<file path="src/rtl/hazard_ctrl.sv">
// hazard_ctrl: stall/flush controller for the 5-stage RV32I pipeline.
// It resolves memory-port waits, branch/jump redirects and load-use hazards
// in fixed priority order. It also keeps saturating performance counters
// and a sticky memory-wait watchdog. The stall/flush controls are
// combinational. State, counters and the watchdog are registered.
module hazard_ctrl #(
   parameter int CNT_W        = 32,
   parameter int WAIT_TIMEOUT = 1024
) (
   input  logic             ACLK,
   input  logic             ARESETn,
   input  logic [4:0]       id_rs1,
   input  logic [4:0]       id_rs2,
   input  logic             id_use_rs1,
   input  logic             id_use_rs2,
   input  logic [4:0]       ex_rd,
   input  logic             ex_is_load,
   input  logic             ex_redirect,
   input  logic             imem_wait,
   input  logic             dmem_wait,
   output logic             pc_stall,
   output logic             if_id_stall,
   output logic             if_id_flush,
   output logic             id_ex_stall,
   output logic             id_ex_flush,
   output logic             ex_mem_stall,
   output logic             mem_wb_stall,
   output logic [CNT_W-1:0] stall_cnt,
   output logic [CNT_W-1:0] flush_cnt,
   output logic             timeout_err
);

   localparam int WAIT_W = $clog2(WAIT_TIMEOUT + 1);
   localparam logic [WAIT_W-1:0] WAIT_MAX  = WAIT_W'(WAIT_TIMEOUT);
   localparam logic [WAIT_W-1:0] WAIT_LAST = WAIT_W'(WAIT_TIMEOUT - 1);
   localparam logic [CNT_W-1:0]  CNT_MAX   = {CNT_W{1'b1}};
   localparam logic [CNT_W-1:0]  CNT_ONE   = {{(CNT_W-1){1'b0}}, 1'b1};
   localparam logic [WAIT_W-1:0] WAIT_ONE  = {{(WAIT_W-1){1'b0}}, 1'b1};

   typedef enum logic [1:0] {
      RUN        = 2'd0,
      MEMWAIT    = 2'd1,
      REDIR_PEND = 2'd2
   } state_t;

   state_t            state_r;
   logic [WAIT_W-1:0] wait_cnt_r;
   logic              mw_s;
   logic              lu_s;
   logic              redir_s;

   // Hazard detection: x0 never matches, and a double rs1/rs2 match is still one bubble.
   always_comb begin
      mw_s    = imem_wait | dmem_wait;
      lu_s    = ex_is_load & (ex_rd != 5'd0) &
                ((id_use_rs1 & (id_rs1 == ex_rd)) | (id_use_rs2 & (id_rs2 == ex_rd)));
      // A redirect held back during a wait is applied on the cycle the wait drops.
      redir_s = ~mw_s & (ex_redirect | (state_r == REDIR_PEND));
   end

   // Priority decode of the pipeline controls: memory wait, redirect, load-use.
   always_comb begin
      pc_stall     = 1'b0;
      if_id_stall  = 1'b0;
      if_id_flush  = 1'b0;
      id_ex_stall  = 1'b0;
      id_ex_flush  = 1'b0;
      ex_mem_stall = 1'b0;
      mem_wb_stall = 1'b0;
      if (mw_s) begin
         pc_stall     = 1'b1;
         if_id_stall  = 1'b1;
         id_ex_stall  = 1'b1;
         ex_mem_stall = 1'b1;
         mem_wb_stall = 1'b1;
      end else if (redir_s) begin
         if_id_flush  = 1'b1;
         id_ex_flush  = 1'b1;
      end else if (lu_s) begin
         pc_stall     = 1'b1;
         if_id_stall  = 1'b1;
         id_ex_flush  = 1'b1;
      end else begin
         pc_stall     = 1'b0;
      end
   end

   // Wait/redirect FSM: remembers a redirect that arrives while memory is stalling.
   always_ff @(posedge ACLK) begin
      if (!ARESETn) begin
         state_r <= RUN;
      end else begin
         case (state_r)
            RUN, MEMWAIT: begin
               if (mw_s && ex_redirect) begin
                  state_r <= REDIR_PEND;
               end else if (mw_s) begin
                  state_r <= MEMWAIT;
               end else begin
                  state_r <= RUN;
               end
            end
            REDIR_PEND: begin
               if (mw_s) begin
                  state_r <= REDIR_PEND;
               end else begin
                  state_r <= RUN;
               end
            end
            default: state_r <= RUN;
         endcase
      end
   end

   // Saturating counters of stalled cycles and applied redirect flushes.
   always_ff @(posedge ACLK) begin
      if (!ARESETn) begin
         stall_cnt <= {CNT_W{1'b0}};
         flush_cnt <= {CNT_W{1'b0}};
      end else begin
         if (pc_stall && (stall_cnt != CNT_MAX)) begin
            stall_cnt <= stall_cnt + CNT_ONE;
         end else begin
            stall_cnt <= stall_cnt;
         end
         if (if_id_flush && (flush_cnt != CNT_MAX)) begin
            flush_cnt <= flush_cnt + CNT_ONE;
         end else begin
            flush_cnt <= flush_cnt;
         end
      end
   end

   // Watchdog: counts consecutive wait cycles and latches a sticky timeout flag.
   always_ff @(posedge ACLK) begin
      if (!ARESETn) begin
         wait_cnt_r  <= {WAIT_W{1'b0}};
         timeout_err <= 1'b0;
      end else if (mw_s) begin
         if (wait_cnt_r != WAIT_MAX) begin
            wait_cnt_r <= wait_cnt_r + WAIT_ONE;
         end else begin
            wait_cnt_r <= wait_cnt_r;
         end
         if (wait_cnt_r >= WAIT_LAST) begin
            timeout_err <= 1'b1;
         end else begin
            timeout_err <= timeout_err;
         end
      end else begin
         wait_cnt_r  <= {WAIT_W{1'b0}};
         timeout_err <= timeout_err;
      end
   end

endmodule

</file>
<file path="config.mk">
export PLATFORM = sky130hd
export DESIGN_NAME = hazard_ctrl
export DESIGN_NICKNAME = d
export VERILOG_FILES = /design/src/rtl/hazard_ctrl.sv
export SDC_FILE = /design/constraint.sdc
export NUM_CORES = 1
export LEC_CHECK = 0
export CAP_MARGIN = 25
export CORE_UTILIZATION = 45
export DETAILED_ROUTE_END_ITERATION = 10
export DONT_BUFFER_PORTS = 1
export PLACE_DENSITY_LB_ADDON = 0.12
export SYNTH_ARGS = -nofsm -noshare
export SYNTH_HDL_FRONTEND = slang
export SYNTH_SLANG_ARGS = --single-unit
</file>
<file path="constraint.sdc">
create_clock -name ACLK -period 3.62 [get_ports ACLK]
set_input_delay 0.362 -clock ACLK [delete_from_list [all_inputs] [get_ports ACLK]]
set_output_delay 0.362 -clock ACLK [all_outputs]
set_load 0.02 [all_outputs]
</file>
# --- Yosys cells after proc, flatten, opt, wreduce, memory -nomap -nowiden ---
# Cells that the tools add are included.
# W data, S select, Z words.
word_totals:
  regBits: 78
  in_bits: 23
  out_inout_bits: 72
  word_cells: 45
op_classes:
  bitwise: 9
  mux: 12
  order_cmp: 1
  add_sub_neg: 3
  reduce_logical: 8
  n_eq_ne: 7
op_table:
  columns: ["operator", "n"]
  rows:
  - ["$add A32 B1 Y32 const B", 2]
  - ["$ne A32 B32 Y1 const B", 2]
  - ["$add A11 B1 Y11 const B", 1]
  - ["$ge A11 B10 Y1 const B", 1]
  - ["$ne A11 B11 Y1 const B", 1]
  - ["$eq A5 B5 Y1", 2]
  - ["$mux W1", 9]
  - ["$and A1 B1 Y1", 5]
  - ["$reduce_bool A5 Y1", 1]
  - ["$mux W2", 2]
  - ["$pmux W2 S2", 1]
  - ["$reduce_and A2 Y1", 2]
  - ["$logic_and A1 B1 Y1", 3]
  - ["$or A1 B1 Y1", 3]
  - ["$eq A2 B1 Y1 const B", 1]
  - ["$eq A2 B2 Y1 const B", 1]
  - ["$logic_not A2 Y1", 1]
  - ["$reduce_or A2 Y1", 1]
  - ["$not A1 Y1", 1]

# --- Depth between registers and ports, before layout ---
# Gate-level depths: netlist of the first run.
logic_depth:
  ltp_word: 8
  ltp_mapped: 8
  depth_no_buf: 6

# --- Worst setup path before layout of the first run ---
# OpenSTA, ideal clock, no wires.
synth_timing:
  path_kind: "register to register"
  startpoint: "register flush_cnt[17]"
  endpoint: "register flush_cnt[1]"
  path_slack_ns: 1.412
  synth_period_minus_slack_ns: 2.208
  arrival_ns: 2.081
  t_required_ns: 3.492
  setup_time_ns: 0.128
  path_stages_with_launch: 8
  path_buffers: 2
  path_cell_list: "dfxtp_1 -> nand4_1 -> or4_1 -> buf_2 -> o31ai_4 -> buf_8 -> mux2i_1 -> nor2_1"
synth_between:
  elab_chain_cells: 2
synth_rtl:
  columns: ["item", "line_no", "text"]
  rows:
  - ["from (decl)", "29", "output logic [CNT_W-1:0] flush_cnt,"]
  - ["from (signal assigned)", "119", "flush_cnt <= {CNT_W{1'b0}};"]
  - ["from (signal assigned)", "127", "flush_cnt <= flush_cnt + CNT_ONE;"]
  - ["from (signal assigned)", "129", "flush_cnt <= flush_cnt;"]
  - ["$ne A32 B32 Y1", "126", "if (if_id_flush && (flush_cnt != CNT_MAX)) begin"]
  - ["$logic_and A1 B1 Y1", "126", null]
# Every way passes these cells.
# A chain may end at the register's enable or synchronous reset.

# --- Worst setup path after layout of the first run ---
layout_timing:
  startpoint: "register flush_cnt[25]"
  endpoint: "register flush_cnt[31]"
layout_between:
  elab_chain_cells: 2
  elab_cells_between_ends: 3
  classes_between: "1 x add/sub; 1 x eq/ne; 1 x reduce/logical"
layout_rtl:
  columns: ["item"]
  rows:
  - ["branches (longest 2 deep; another with $add A32 B1 Y32)"]
# Parallel ways; which one is timed is not known.

==> results.md, run 1 <==
- Status: complete, no violations
- Max clock buf depth: 2
- Sum Neg Setup Slack: 0 ps
- Floorplan die area: 0.00921 mm2
- Cell area power density: 374 mW/mm2
- Register area share after synthesis: between 30% and 40%
- Relative slew slack: 51.9%
- Height of the chip: 96.0 um
- Ratio of cells with drive above 1 in the final layout: around 7%
- Commonest cells after routing, fill and taps aside: 78 x sky130_fd_sc_hd__dfxtp_1, 49 x sky130_fd_sc_hd__nor2_1, 41 x sky130_fd_sc_hd__nand2_1
- Standard cell core area: 0.00838 mm2
- Hold Violations, Final: 0
- Final critical-path setup slack: ~940 ps
- Die Span X: roughly 96 um
- DRT met1 WL: 4200 um
- Violation count after the first detailed-routing iteration: 89
- Gr ovfl total: 0
- Total of endpoints with negative setup slack in the final report: 0
- CTS tree: done
- Cell family contributing the most delay on the critical path: simple AND/OR/NAND/NOR gates
- Mean area per synthesized cell: 8.28 um2
- Fraction of registers with async set/reset: 0%
- Maximum number of pins on one net before global-route repair: 49
- Post-DR wirelength/cell: 15.7 um
- Multiplexer share of the synthesized area: under 10%
- Crit end category: flip-flop
- Aggregate routed wire length: 9170 um
- Post-CTS clock slew at the launch and capture registers of the worst setup and hold paths: 90 ps
- Clock skew after layout: 14.9 ps
- Leakage: 1.29 nW
- Clk root buf: sky130_fd_sc_hd__clkbuf_8
- Nets@finish: 500
- Cells along the critical path: nand4_1 > or4_1 > o31ai_4 > buf_4 > nor4_1 > xnor2_1 > nor2_1
- Wire length of the first global-routing pass: roughly 15,000 um
- Commonest non-fill, non-tap cell in the layout: sky130_fd_sc_hd__dfxtp_1
- Peak per-stage delay on the critical path: 720 ps
- H-tree lvl count: 3
- Launching element type of the critical path: flip-flop
- Peak ir drop on the vdd network: 223 uV
- Clock tree sinks: between 70 and 80
- Area added between synthesis and finish: 5.45%
- First-pass iteration count of the detailed router: 5
- Top layer used by detailed routing: met4
- Sum of met3 wire segment lengths after detailed routing: 666 um
- Post-CTS Hold Fix Bufs: 0
- Synthesized instance count: 480
- Synth Area in Compound Gates: 13.4%
- Count of flip-flops with a built-in enable after synthesis: 0
- DRC: 0
- Ratio of final minimum period to clock period: 73.9%
- Unrepaired setup endpoints after global routing: no
- Max-cap viol count: 0
- XOR/XNOR share of the synthesized area: 9.04%
- Main combinational cell family by area after synthesis: simple AND/OR/NAND/NOR gates
- Syn nets: 507
- Initial core utilization: 47.4%
- Clk_lat worst skew: roughly 340 ps
- Cell area after technology mapping: roughly 0.0040 mm2
- Unique cell type count in the Yosys netlist: 45
- Global routing usage summed across all routing layers: 20.4%
- Required time of the critical path: 3840 ps
- Critical path class: flip-flop to flip-flop
- Input/output buffers: 0
- Vias in the first global route: approximately 3,200
- Total via count after detailed routing: 3,473
- Final-report max-slew violation count: 0
- Endpoint arrival time on the critical path: 2890 ps
- Total power after layout: between 1.5 and 2 mW
- Antenna violation net count after detailed routing: 0
- Yosys warning total: 0
- Simple-gate area share of the yosys netlist: between 30 and 40%
- Number of placed I/O pins: 95
- Antenna Diode Count: 0
- Cells resized by post-CTS repair: 0
- Setup slack after placement: around 960 ps
- Length of routed met2 wiring: ~4200 um
- Measured slew at the worst slew-check pin: 719 ps
- Top FF cell, synth: sky130_fd_sc_hd__dfxtp_1
- Total non-filler cell area in the finished layout: 0.00419 mm2
- Cell with the largest stage delay on the worst path: sky130_fd_sc_hd__or4_1
- Crit-path max FO: 9
- Number of antenna violations at the first check in global routing: 0
- Mean number of vias per cell: ~6.0
- Buffers and inverters on the worst path: 1
- Num CTS Buffers: 9
- RePlAce Congestion: around 0.8
- Register bit count reported by yosys: 78
- Number of placement rows: 33
- HPWL after detailed placement: 6550 um
- Type of the most critical hold path: primary input to flip-flop
- Minimum period implied by the final worst setup slack: 2680 ps
- Adder-cell area share of the yosys netlist: 1.26%
- Core utilization of the finished layout: roughly 50%
- Dpl cell area: 0.00401 mm2
- Post CTS Setup Buffer Count: 0
- Max Clock Freq: about 370 MHz
[power breakdown]
group          switching (mW)  internal [mW]  leakage (nW)
Clock                   0.322          0.268        0.0893
Combinational          0.0673         0.0283         0.571
Sequential             0.0166          0.866         0.629
Total                   0.406           1.16          1.29
[metrics by stage]
step,hold WS [ps],cells
CTS,86.0,583
finish,98.8,583
global route,76.6,583
floorplan,412,480
global placement,419,567
detailed placement,435,567
[layer usage]
| metal | up-vias | track usage (%) |
|---|---|---|
| met3 | 8 | 5.92 |
| met4 | 0 | 5.60 |
| met2 | 90 | 33.8 |
| li1 | 1714 | - |
| met1 | 1661 | 25.7 |
| met5 | - | 0 |
[area by class of cell]
cell class | instances | area [um2]
Tap cell | 105 | 131
Clock inverter | 5 | 35.0
Fill cell | 842 | 4190
Multi-Input combinational cell | 364 | 2230
Inverter | 16 | 60.1
Timing Repair Buffer | 4 | 30.0
Sequential cell | 78 | 1560
Clock buffer | 11 | 141
[worst paths after layout]
kind	start	endpoint	slack (ps)	cells after the start
setup / recovery	flush_cnt[25]	flush_cnt[31]	940	7
hold / removal	ex_redirect	state_r[0]	100	1
setup reg to reg	flush_cnt[25]	flush_cnt[31]	940	7
hold reg to reg	state_r[1]	state_r[0]	440	1
[registers in the layout (all words and copies together), names as in the netlist]
name         cells
timeout_err      1
flush_cnt       32
wait_cnt_r      11
stall_cnt       32
state_r          2
[cells by family after synthesis]
logic type,Yosys count
xor+xnor,41
simple gates,226
flops,78
mux,6
compound gates,87
fa+ha+maj,4
buf+inv,38
[Yosys cell counts (5+ instances only)]
cell | n | share of area [%]
sky130_fd_sc_hd__dfxtp_1 | 78 | 39
sky130_fd_sc_hd__o31ai_1 | 10 | 1.9
sky130_fd_sc_hd__mux2i_1 | 5 | 1.3
sky130_fd_sc_hd__o21ai_0 | 22 | 2.8
sky130_fd_sc_hd__xor2_1 | 12 | 2.6
sky130_fd_sc_hd__xnor2_1 | 29 | 6.4
sky130_fd_sc_hd__nor2_1 | 49 | 4.6
sky130_fd_sc_hd__a21oi_1 | 37 | 4.7
sky130_fd_sc_hd__inv_1 | 16 | 1.5
sky130_fd_sc_hd__nor4_1 | 13 | 2.0
sky130_fd_sc_hd__nand3_1 | 30 | 3.8
sky130_fd_sc_hd__or3_1 | 21 | 3.3
sky130_fd_sc_hd__buf_4 | 6 | 1.1
sky130_fd_sc_hd__nand2_1 | 41 | 3.9
sky130_fd_sc_hd__or4_1 | 13 | 2.5
sky130_fd_sc_hd__clkbuf_1 | 11 | 1.0
sky130_fd_sc_hd__and3_1 | 12 | 1.9
sky130_fd_sc_hd__nand4_1 | 21 | 3.3
Note: power is estimated with default switching activity, not from simulation.
==> inputs of run 2 (changes only) <==
- ABC_AREA: default -> 1
- clock period: 3.62 -> 2.29 ns (I/O delays scaled with it)
==> results.md, run 2 <==
- Yosys warning total: 0
- Register bit count reported by yosys: 78
- Hold Violations, Final: 0
- Critical path class: flip-flop to flip-flop
- Required time of the critical path: around 2600 ps
- Total via count after detailed routing: between 5,000 and 6,000
- Die Span X: about 110 um
- Final-report max-slew violation count: 0
- Leading cell type by number of instances after synthesis: sky130_fd_sc_hd__nand2_1
- Crit end category: flip-flop
- Global routing usage summed across all routing layers: 24.4%
- H-tree lvl count: 3
- Max Clock Freq: 472 MHz
- Filler instances: 1,085
- Crit-path max FO: 33
- Max clock buf depth: 2
- Maximum number of pins on one net before global-route repair: 43
- Total of endpoints with negative setup slack in the final report: 0
- First-pass iteration count of the detailed router: 5
- Clk root buf: sky130_fd_sc_hd__clkbuf_8
- Clk_lat worst skew: roughly 370 ps
- Proportion of netlist area held by the largest area contributor: 31.7%
- Relative slew slack: between 60% and 70%
- Area added between synthesis and finish: 14.3%
- Mean number of vias per cell: 5.05
- Standard cell core area: 0.0105 mm2
- Count of flip-flops with a built-in enable after synthesis: 0
- CTS tree: done
- Peak ir drop on the vdd network: just under 300 uV
- RePlAce Congestion: 0.873
- Leading post-synthesis cells by cell area: sky130_fd_sc_hd__dfxtp_1 32%, sky130_fd_sc_hd__nand2_1 19%, sky130_fd_sc_hd__nor2_1 11%
- Cell area after technology mapping: 0.00492 mm2
- Post-DR wirelength/cell: 13.5 um
- Launching element type of the critical path: flip-flop
- Dominant cell type by count on the critical path: sky130_fd_sc_hd__nand2_4
- Aggregate routed wire length: 13,400 um
- Minimum period implied by the final worst setup slack: 2120 ps
- Synthesized instance count: ~800
- HPWL after detailed placement: roughly 10,000 um
- Ratio of final minimum period to clock period: 92.6%
- Setup slack after placement: 184 ps
- Clock skew after layout: 16.0 ps
- DRC: 0
- Sum Neg Setup Slack: 0 ps
- Leakage: 2.41 nW
- Biggest area consumer among synthesized cells: sky130_fd_sc_hd__dfxtp_1
- Number of antenna violations at the first check in global routing: 0
- Violation count after the first detailed-routing iteration: 361
- Cell area power density: 476 mW/mm2
- Measured slew at the worst slew-check pin: roughly 550 ps
- Height of the chip: 107 um
- Number of placed I/O pins: 95
- Number of placement rows: 37
- Type of the most critical hold path: primary input to flip-flop
- Vias in the first global route: 4,738
- Peak per-stage delay on the critical path: 440 ps
- Unique cell type count in the Yosys netlist: 32
- Input/output buffers: 0
- Cells resized by post-CTS repair: 0
- Mean area per synthesized cell: 6.14 um2
- Unrepaired setup endpoints after global routing: no
- Registers with the highest flip-flop counts: flush_cnt x32, stall_cnt x32, wait_cnt_r x11
- Commonest cells after routing, fill and taps aside: 247 x sky130_fd_sc_hd__nand2_1, 139 x sky130_fd_sc_hd__nor2_1, 78 x sky130_fd_sc_hd__inv_1, 78 x sky130_fd_sc_hd__dfxtp_1, 62 x sky130_fd_sc_hd__buf_4
- Most frequent cells after synthesis: 248 x sky130_fd_sc_hd__nand2_1, 139 x sky130_fd_sc_hd__nor2_1, 78 x sky130_fd_sc_hd__dfxtp_1, 78 x sky130_fd_sc_hd__inv_1, 57 x sky130_fd_sc_hd__a21oi_1
- Clock tree sinks: between 70 and 80
- Ratio of cells with drive above 1 in the final layout: 13.7%
- Floorplan die area: 0.0114 mm2
- Num CTS Buffers: 9
- Nets@finish: 881
- Antenna Diode Count: 0
- Cells along the critical path: ha_1 > nand3_1 > inv_2 > nand2_4 > nor2_8 > nand2_4 > nand2_4 > inv_2 > nand2_1 > o21ai_0 > nor2_1
- Post-CTS clock slew at the launch and capture registers of the worst setup and hold paths: 80 ps
- Antenna violation net count after detailed routing: 0
- Status: complete, no violations
- Fraction of registers with async set/reset: 0%
- Cell with the largest stage delay on the worst path: sky130_fd_sc_hd__inv_2
- Register area share after synthesis: 31.7%
- Syn nets: 828
- Core utilization of the finished layout: 53.7%
- Max-cap viol count: 0
- Commonest non-fill, non-tap cell in the layout: sky130_fd_sc_hd__nand2_1
- Final critical-path setup slack: roughly 170 ps
- Top FF cell, synth: sky130_fd_sc_hd__dfxtp_1
- Initial core utilization: 47.0%
- Gr ovfl total: 0
- Endpoint arrival time on the critical path: 2380 ps
- Wire length of the first global-routing pass: 22,000 um
[run 2: stage by stage]
| step | area (um2) | hold slack (ps) | total power [mW] | std cells |
|---|---|---|---|---|
| global route | 5620 | 110 | 2.80 | 995 |
| detailed placement | 5400 | 312 | 1.66 | 976 |
| CTS | 5620 | 102 | 2.71 | 995 |
| global placement | 5400 | 308 | 1.65 | 976 |
| finish | 5620 | 110 | 2.68 | 995 |
| floorplan | 4920 | 306 | 1.62 | 801 |
[run 2: final timing paths]
| kind | from | to | slack, ps | cells past startpoint |
|---|---|---|---|---|
| max | flush_cnt[0] | flush_cnt[3] | 170 | 11 |
| min | ex_redirect | state_r[1] | 110 | 2 |
| max reg2reg | flush_cnt[0] | flush_cnt[3] | 170 | 11 |
| min reg2reg | state_r[1] | state_r[0] | 460 | 1 |
[run 2: cells by family after synthesis]
family / count (synthesis) / synth area share, %
simple gates: 514 / 45.7
buf+inv: 111 / 9.90
flops: 78 / 31.7
compound gates: 71 / 7.58
xor+xnor: 23 / 4.10
fa+ha+maj: 4 / 1.02
[run 2: per-layer routing]
metal / wire (um) / GRT usage, %
met2: 6390 / 42.0
met5: 0 / 0
met4: 221 / 9.39
met1: 6000 / 28.9
met3: 816 / 6.32
[run 2: power breakdown]
| group | leakage (nW) | switching [mW] | internal, mW |
|---|---|---|---|
| combinational | 1.68 | 0.176 | 0.0826 |
| clock | 0.0904 | 0.526 | 0.502 |
| sequential | 0.631 | 0.0139 | 1.38 |
[run 2: cell type report]
type	instances	area, um2	share of cell area, %
Tap cell	136	170	3.03
Multi-Input combinational cell	612	2870	51.1
Clock inverter	4	47.5	0.846
Sequential cell	78	1560	27.8
Inverter	88	330	5.87
Clock buffer	12	135	2.40
Timing Repair Buffer	65	505	8.99
[run 2: timing repair]
| action | in CTS | in global routing |
|---|---|---|
| endpoints found under the setup margin | 0 | 0 |
| hold buffers | 3 | 0 |
| buffers inserted | 0 | 0 |
| hold endpoints to repair | 40 | 0 |
[run 2: critical path: cells and delay by family, from the launching register on]
kind	cells	cell delay, ps
compound gates	1	180
fa+ha+maj	1	240
buf+inv	2	530
flops	1	320
simple gates	7	720
